$ cat config.mk
export PLATFORM = sky130hd
export DESIGN_NAME = zbuf_writer
export DESIGN_NICKNAME = d
export VERILOG_FILES = /design/src/rtl/zbuf_pkg.sv /design/src/rtl/zbuf_writer.sv
export SDC_FILE = /design/constraint.sdc
export NUM_CORES = 1
export LEC_CHECK = 0
export ABC_CLOCK_PERIOD_IN_PS = 2800
export BUFFER_PORTS_ARGS = -buffer_cell sky130_fd_sc_hd__buf_2
export CAP_MARGIN = 10
export CORE_ASPECT_RATIO = 1.5
export CORE_MARGIN = 4
export CORE_UTILIZATION = 26
export CTS_BUF_LIST = sky130_fd_sc_hd__clkbuf_4 sky130_fd_sc_hd__clkbuf_8 sky130_fd_sc_hd__clkbuf_16
export CTS_CLUSTER_SIZE = 10
export DETAILED_ROUTE_END_ITERATION = 7
export GPL_TIMING_DRIVEN = 1
export HOLD_SLACK_MARGIN = 0.08
export PLACE_DENSITY_LB_ADDON = 0.1
export SETUP_SLACK_MARGIN = 0.1
export SYNTH_ARGS = -nofsm -noshare
export SYNTH_HDL_FRONTEND = slang
export SYNTH_SLANG_ARGS = --single-unit
$ cat constraint.sdc
create_clock -name clock -period 2.8 [get_ports clock]
set_input_delay 0.7 -clock clock [delete_from_list [all_inputs] [get_ports clock]]
set_output_delay 0.7 -clock clock [all_outputs]
set_load 0.05 [all_outputs]
$ cat src/rtl/zbuf_pkg.sv
// Shared types and widths for the depth-buffered pixel writer.
// Holds the FSM state enum, bus widths and the far-plane depth constant.
package zbuf_pkg;

  localparam int ADDR_W  = 26;
  localparam int COLOR_W = 24;
  localparam int DEPTH_W = 32;

  localparam logic [DEPTH_W-1:0] DEPTH_FAR = 32'h7FFFFFFF;

  typedef enum logic [2:0] {
    IDLE,
    RD_Z,
    WAIT_Z,
    WR_Z,
    WR_C
  } state_t;

endpackage

$ cat src/rtl/zbuf_writer.sv
// Z-buffered pixel writer: per pixel, optionally read/compare depth,
// then write depth and colour over a waitrequest memory bus.
// Ports: clock, reset (async, active-low); pixel in (pix_addr,
// pix_color, pix_depth, pix_valid/pix_stall); done_in -> done_out
// pulse; memory master (mem_addr, mem_read, mem_write, mem_wdata,
// mem_waitrequest, mem_rdata, mem_rvalid); pix_written and
// pix_rejected statistics counters.
// Macro ZBUF_DEPTH_TEST_EN enables the depth read and compare; when it
// is undefined every pixel is written unconditionally.
module zbuf_writer
  import zbuf_pkg::*;
#(
  parameter logic [ADDR_W-1:0] DEPTH_OFFSET = 26'h0100000
) (
  input  logic               clock,
  input  logic               reset,
  input  logic [ADDR_W-1:0]  pix_addr,
  input  logic [COLOR_W-1:0] pix_color,
  input  logic [DEPTH_W-1:0] pix_depth,
  input  logic               pix_valid,
  output logic               pix_stall,
  input  logic               done_in,
  output logic               done_out,
  output logic [ADDR_W-1:0]  mem_addr,
  output logic               mem_read,
  output logic               mem_write,
  output logic [31:0]        mem_wdata,
  input  logic               mem_waitrequest,
  input  logic [31:0]        mem_rdata,
  input  logic               mem_rvalid,
  output logic [31:0]        pix_written,
  output logic [31:0]        pix_rejected
);

  state_t             state;
  logic [ADDR_W-1:0]  lat_addr;
  logic [COLOR_W-1:0] lat_color;
  logic [DEPTH_W-1:0] lat_depth;
  logic               done_pend;

  logic accept;
  logic fire;
  logic closer;

  assign accept = (state == IDLE) && pix_valid;
  // Done may only leave once no pixel is in flight or being taken.
  assign fire   = done_pend && (state == IDLE) && !accept;
  assign closer = $signed(lat_depth) < $signed(mem_rdata);

  always_ff @(posedge clock or negedge reset) begin
    if (!reset) begin
      state        <= IDLE;
      lat_addr     <= '0;
      lat_color    <= '0;
      lat_depth    <= '0;
      done_pend    <= 1'b0;
      done_out     <= 1'b0;
      pix_stall    <= 1'b0;
      mem_addr     <= '0;
      mem_read     <= 1'b0;
      mem_write    <= 1'b0;
      mem_wdata    <= '0;
      pix_written  <= '0;
      pix_rejected <= '0;
    end else begin
      done_out  <= fire;
      done_pend <= fire ? done_in : (done_pend | done_in);

      unique case (state)
        IDLE: begin
          if (pix_valid) begin
            lat_addr  <= pix_addr;
            lat_color <= pix_color;
            lat_depth <= pix_depth;
            pix_stall <= 1'b1;
            mem_addr  <= pix_addr + DEPTH_OFFSET;
`ifdef ZBUF_DEPTH_TEST_EN
            state     <= RD_Z;
            mem_read  <= 1'b1;
`else
            state     <= WR_Z;
            mem_write <= 1'b1;
            mem_wdata <= pix_depth;
`endif
          end
        end
        RD_Z: begin
          if (!mem_waitrequest) begin
            state    <= WAIT_Z;
            mem_read <= 1'b0;
          end
        end
        WAIT_Z: begin
          if (mem_rvalid) begin
            if (closer) begin
              state     <= WR_Z;
              mem_write <= 1'b1;
              mem_wdata <= lat_depth;
            end else begin
              state        <= IDLE;
              pix_stall    <= 1'b0;
              pix_rejected <= pix_rejected + 32'd1;
            end
          end
        end
        WR_Z: begin
          if (!mem_waitrequest) begin
            state     <= WR_C;
            mem_addr  <= lat_addr;
            mem_wdata <= {8'h00, lat_color};
          end
        end
        WR_C: begin
          if (!mem_waitrequest) begin
            state       <= IDLE;
            mem_write   <= 1'b0;
            pix_stall   <= 1'b0;
            pix_written <= pix_written + 32'd1;
          end
        end
        default: begin
          state     <= IDLE;
          mem_read  <= 1'b0;
          mem_write <= 1'b0;
          pix_stall <= 1'b0;
        end
      endcase
    end
  end

endmodule

==> impl_metrics.json <==
{
  "ios": 246,
  "sequentialPowerShare": 0.327,
  "tightest_slew_ps": 832,
  "final_cell_mix": "nand2_1 (327), buf_2 (243), dfrtp_1 (209)",
  "period_needed_ps": 2930,
  "clkLatencyLatePin_ps": 520,
  "syn_to_final_growth_pct": 35.9,
  "synthMuxAreaShare": 0.0813,
  "slew_headroom": 0.443,
  "top_layer": "met5",
  "drt-initial-drc-count": 330,
  "fmax_mhz": 342,
  "run_status": "finished with violations",
  "p_clk_frac": 0.198,
  "violations": "setup timing",
  "initial_utilization": 0.263,
  "wl_met1_mm": 12.8,
  "hold_path_class": "in2async",
  "synth_cell_type_count": 55,
  "drive_gt1_frac": 0.329,
  "grt_pass1_vias": 8720,
  "numPortBuffers": 244,
  "rr_startpoint": "lat_depth[14]",
  "finalHoldViolations": 0,
  "wire_per_inst_um": 17.3,
  "synth_top_area_cell": "dfrtp_1",
  "startpoint_type": "flop",
  "clock_sinks": 211,
  "crit_arrival_ps": 3370,
  "ys_top_cells_by_area": "dfrtp_1 (52%), nand2_1 (12%), mux2i_1 (5.2%)",
  "synth_top_family_by_area": "simple AND/OR/NAND/NOR gates",
  "syn_inst": 1051,
  "crit_type": "reg2reg",
  "htree_levels": 1,
  "grtUsageTotal": 0.149,
  "first_pass_iters": 4,
  "drc": 0,
  "vdd_drop_max_mv": 0.502,
  "gr-total-overflow": 0,
  "synthSimpleGateAreaFrac": 0.200,
  "intPower_mw": 8.40,
  "grt_max_degree": 75,
  "num_vias": 8322,
  "synthXorXnorAreaFrac": 0.0579,
  "reg2reg_to": "pix_rejected[16]",
  "wl_met2_mm": 16.6,
  "design_area_sq_mm": 0.0138,
  "pwr-share-comb": 0.476,
  "synthAdderAreaFrac": 0.0420,
  "worstSetupEndpointType": "flop",
  "skew_ps": 6.47,
  "via_per_inst": 4.49,
  "place_area_sq_mm": 0.0126,
  "core_sq_mm": 0.0385,
  "synth_compound_area_frac": 0.0629,
  "post-route-period-util": 1.04,
  "utilization": 0.357,
  "cp-endpoint": "pix_rejected[16]",
  "synth_top_area_share": 0.521,
  "syn_area_per_cell_sq_um": 9.64,
  "routabilityCongestion": 0.730,
  "swShare": 0.429,
  "clockBufferDepth": 3,
  "required_ps": 3250,
  "async_flop_share": 1.00,
  "finalMaxSlewViolations": 0,
  "power_switching_mw": 6.32,
  "final_common_cell": "nand2_1",
  "antenna_found_initial": 8,
  "numCtsBuffers": 25,
  "synth_seq_cells": 211,
  "total_leakage_power_nw": 7.39,
  "clock-root-buffer": "clkbuf_16",
  "synth_flop_cell": "dfrtp_1",
  "rr_worst_depth": 11,
  "cp-startpoint": "lat_depth[14]",
  "powerDensity_mw_per_mm2": 1070,
  "setup_violations": 32,
  "finalWorstSetupSlack_ps": -126,
  "die_area_sq_mm": 0.0423,
  "syn_nets": 1205,
  "postRouteAntennaNets": 0,
  "ys_seq_area_frac": 0.521,
  "die_x_um": 169,
  "crit_path_max_fanout": 6,
  "dp_slack_ps": -715,
  "r2r_slack_ps": -130,
  "synth_area_sq_mm": 0.0101,
  "maxCapViolations": 0,
  "num_rows": 88,
  "clk_pin_slew_ps": 60,
  "dr_wl_met3_mm": 1.94,
  "place_hpwl_mm": 22.5,
  "yosysWarnings": 0,
  "fin_nets": 1506,
  "wl_mm": 32.0,
  "cts_tree": "yes",
  "rsz0062_at_grt": "true",
  "synth_edf_count": 0,
  "die_h_um": 250,
  "grt_pass1_wl_mm": 50.2
}
## cell usage after synthesis (2+ instances only)
master and count:
dfrtp_1 211, nand3_1 23, a211oi_1 4, nand2_1 333
a21o_1 4, nor2_2 6, o21ai_0 67, or2_2 3
a21oi_1 20, ha_1 34, mux2i_1 53, and4_1 6
buf_1 8, nand4_1 20, nor3b_1 8, and3_1 16
xnor2_1 46, buf_2 4, nor2_1 22, xor2_1 21
mux2_2 26, nand2b_1 7, a221oi_1 2, inv_1 40
buf_4 3, clkbuf_1 33, nor3_1 3
## final cells by class
cell class                      instances  area (sq um)
Fill cell                            4023         24800
Sequential cell                       211          5280
Multi-Input combinational cell        752          4990
Timing Repair Buffer                  322          2040
Clock buffer                           30           669
Tap cell                              495           619
Inverter                               40           160
Clock inverter                          1          5.00
Antenna cell                            1          2.50
## layer usage
layer,GRT usage,vias to the layer above
met2,0.270,185
li1,-,4078
met5,0,-
met3,0.0368,52
met1,0.173,3993
met4,0.0380,14
## flip-flops by register name, summed over array words and instances, names as in the netlist, 3 cells and up
name          cells
pix_written      32
lat_depth        32
mem_addr         26
lat_color        24
state             3
lat_addr         26
pix_rejected     32
mem_wdata        32
## logic make-up (layout without fill, tap and decap cells)
group | Yosys count | after routing
other | 1 | 2
xor gates and xnor gates | 67 | 67
adders and majority gates | 34 | 34
buffers and inverters | 88 | 393
DFF | 211 | 211
AOI/OAI and AO/OA | 110 | 110
and+or+nand+nor | 461 | 461
muxes | 79 | 79
## worst max-delay path: stages (launching register included)
cell      delay, ps
dfrtp_1         410
ha_4            280
and4_4          230
nand4_1         180
o311ai_4        360
o211ai_1        140
a21o_1          230
buf_6           130
or4_4           500
buf_12          170
nor2_4           80
xor2_1          150
## metrics by stage
step                TNS, ps  hold slack, ps  cells  power, mW
floorplan             -1360             404   1051       9.24
global placement     -33820             453   1806       11.4
detailed placement   -37150             456   1806       11.5
CTS                   -3580             140   1844       14.8
global route          -6790             164   1851       15.8
finish                -2450             131   1852       14.7
## power by group through the flow
stage                     Combinational (mW)  Clock (mW)  Sequential, mW
after floorplan                         3.02           0            6.22
after global placement                  6.52           0            4.86
after detailed placement                6.60           0            4.86
after CTS                               6.95        3.06            4.83
after global routing                    7.69        3.16            4.96
final                                   7.00        2.91            4.81
## repair_timing
action                                 in CTS  in global routing
endpoints found under the hold margin       0                  0
setup endpoints to repair                  66                 63
cloned                                      2                  1
setup buffers                               5                  6
pin swaps                                  15                 31
hold buffers                                0                  0
resized for setup                          43                 41
## worst min path at each step
| stage | from | endpoint | cells past startpoint |
|---|---|---|---|
| global placement | pix_rejected[31] | pix_rejected[31] | 1 |
| detailed placement | pix_written[31] | pix_written[31] | 1 |
| finish | reset | lat_addr[18] | 1 |
| floorplan | reset | done_out | 0 |
| global route | reset | lat_addr[18] | 1 |
| CTS | reset | lat_addr[18] | 1 |
Note: power is estimated with default switching activity, not from simulation.
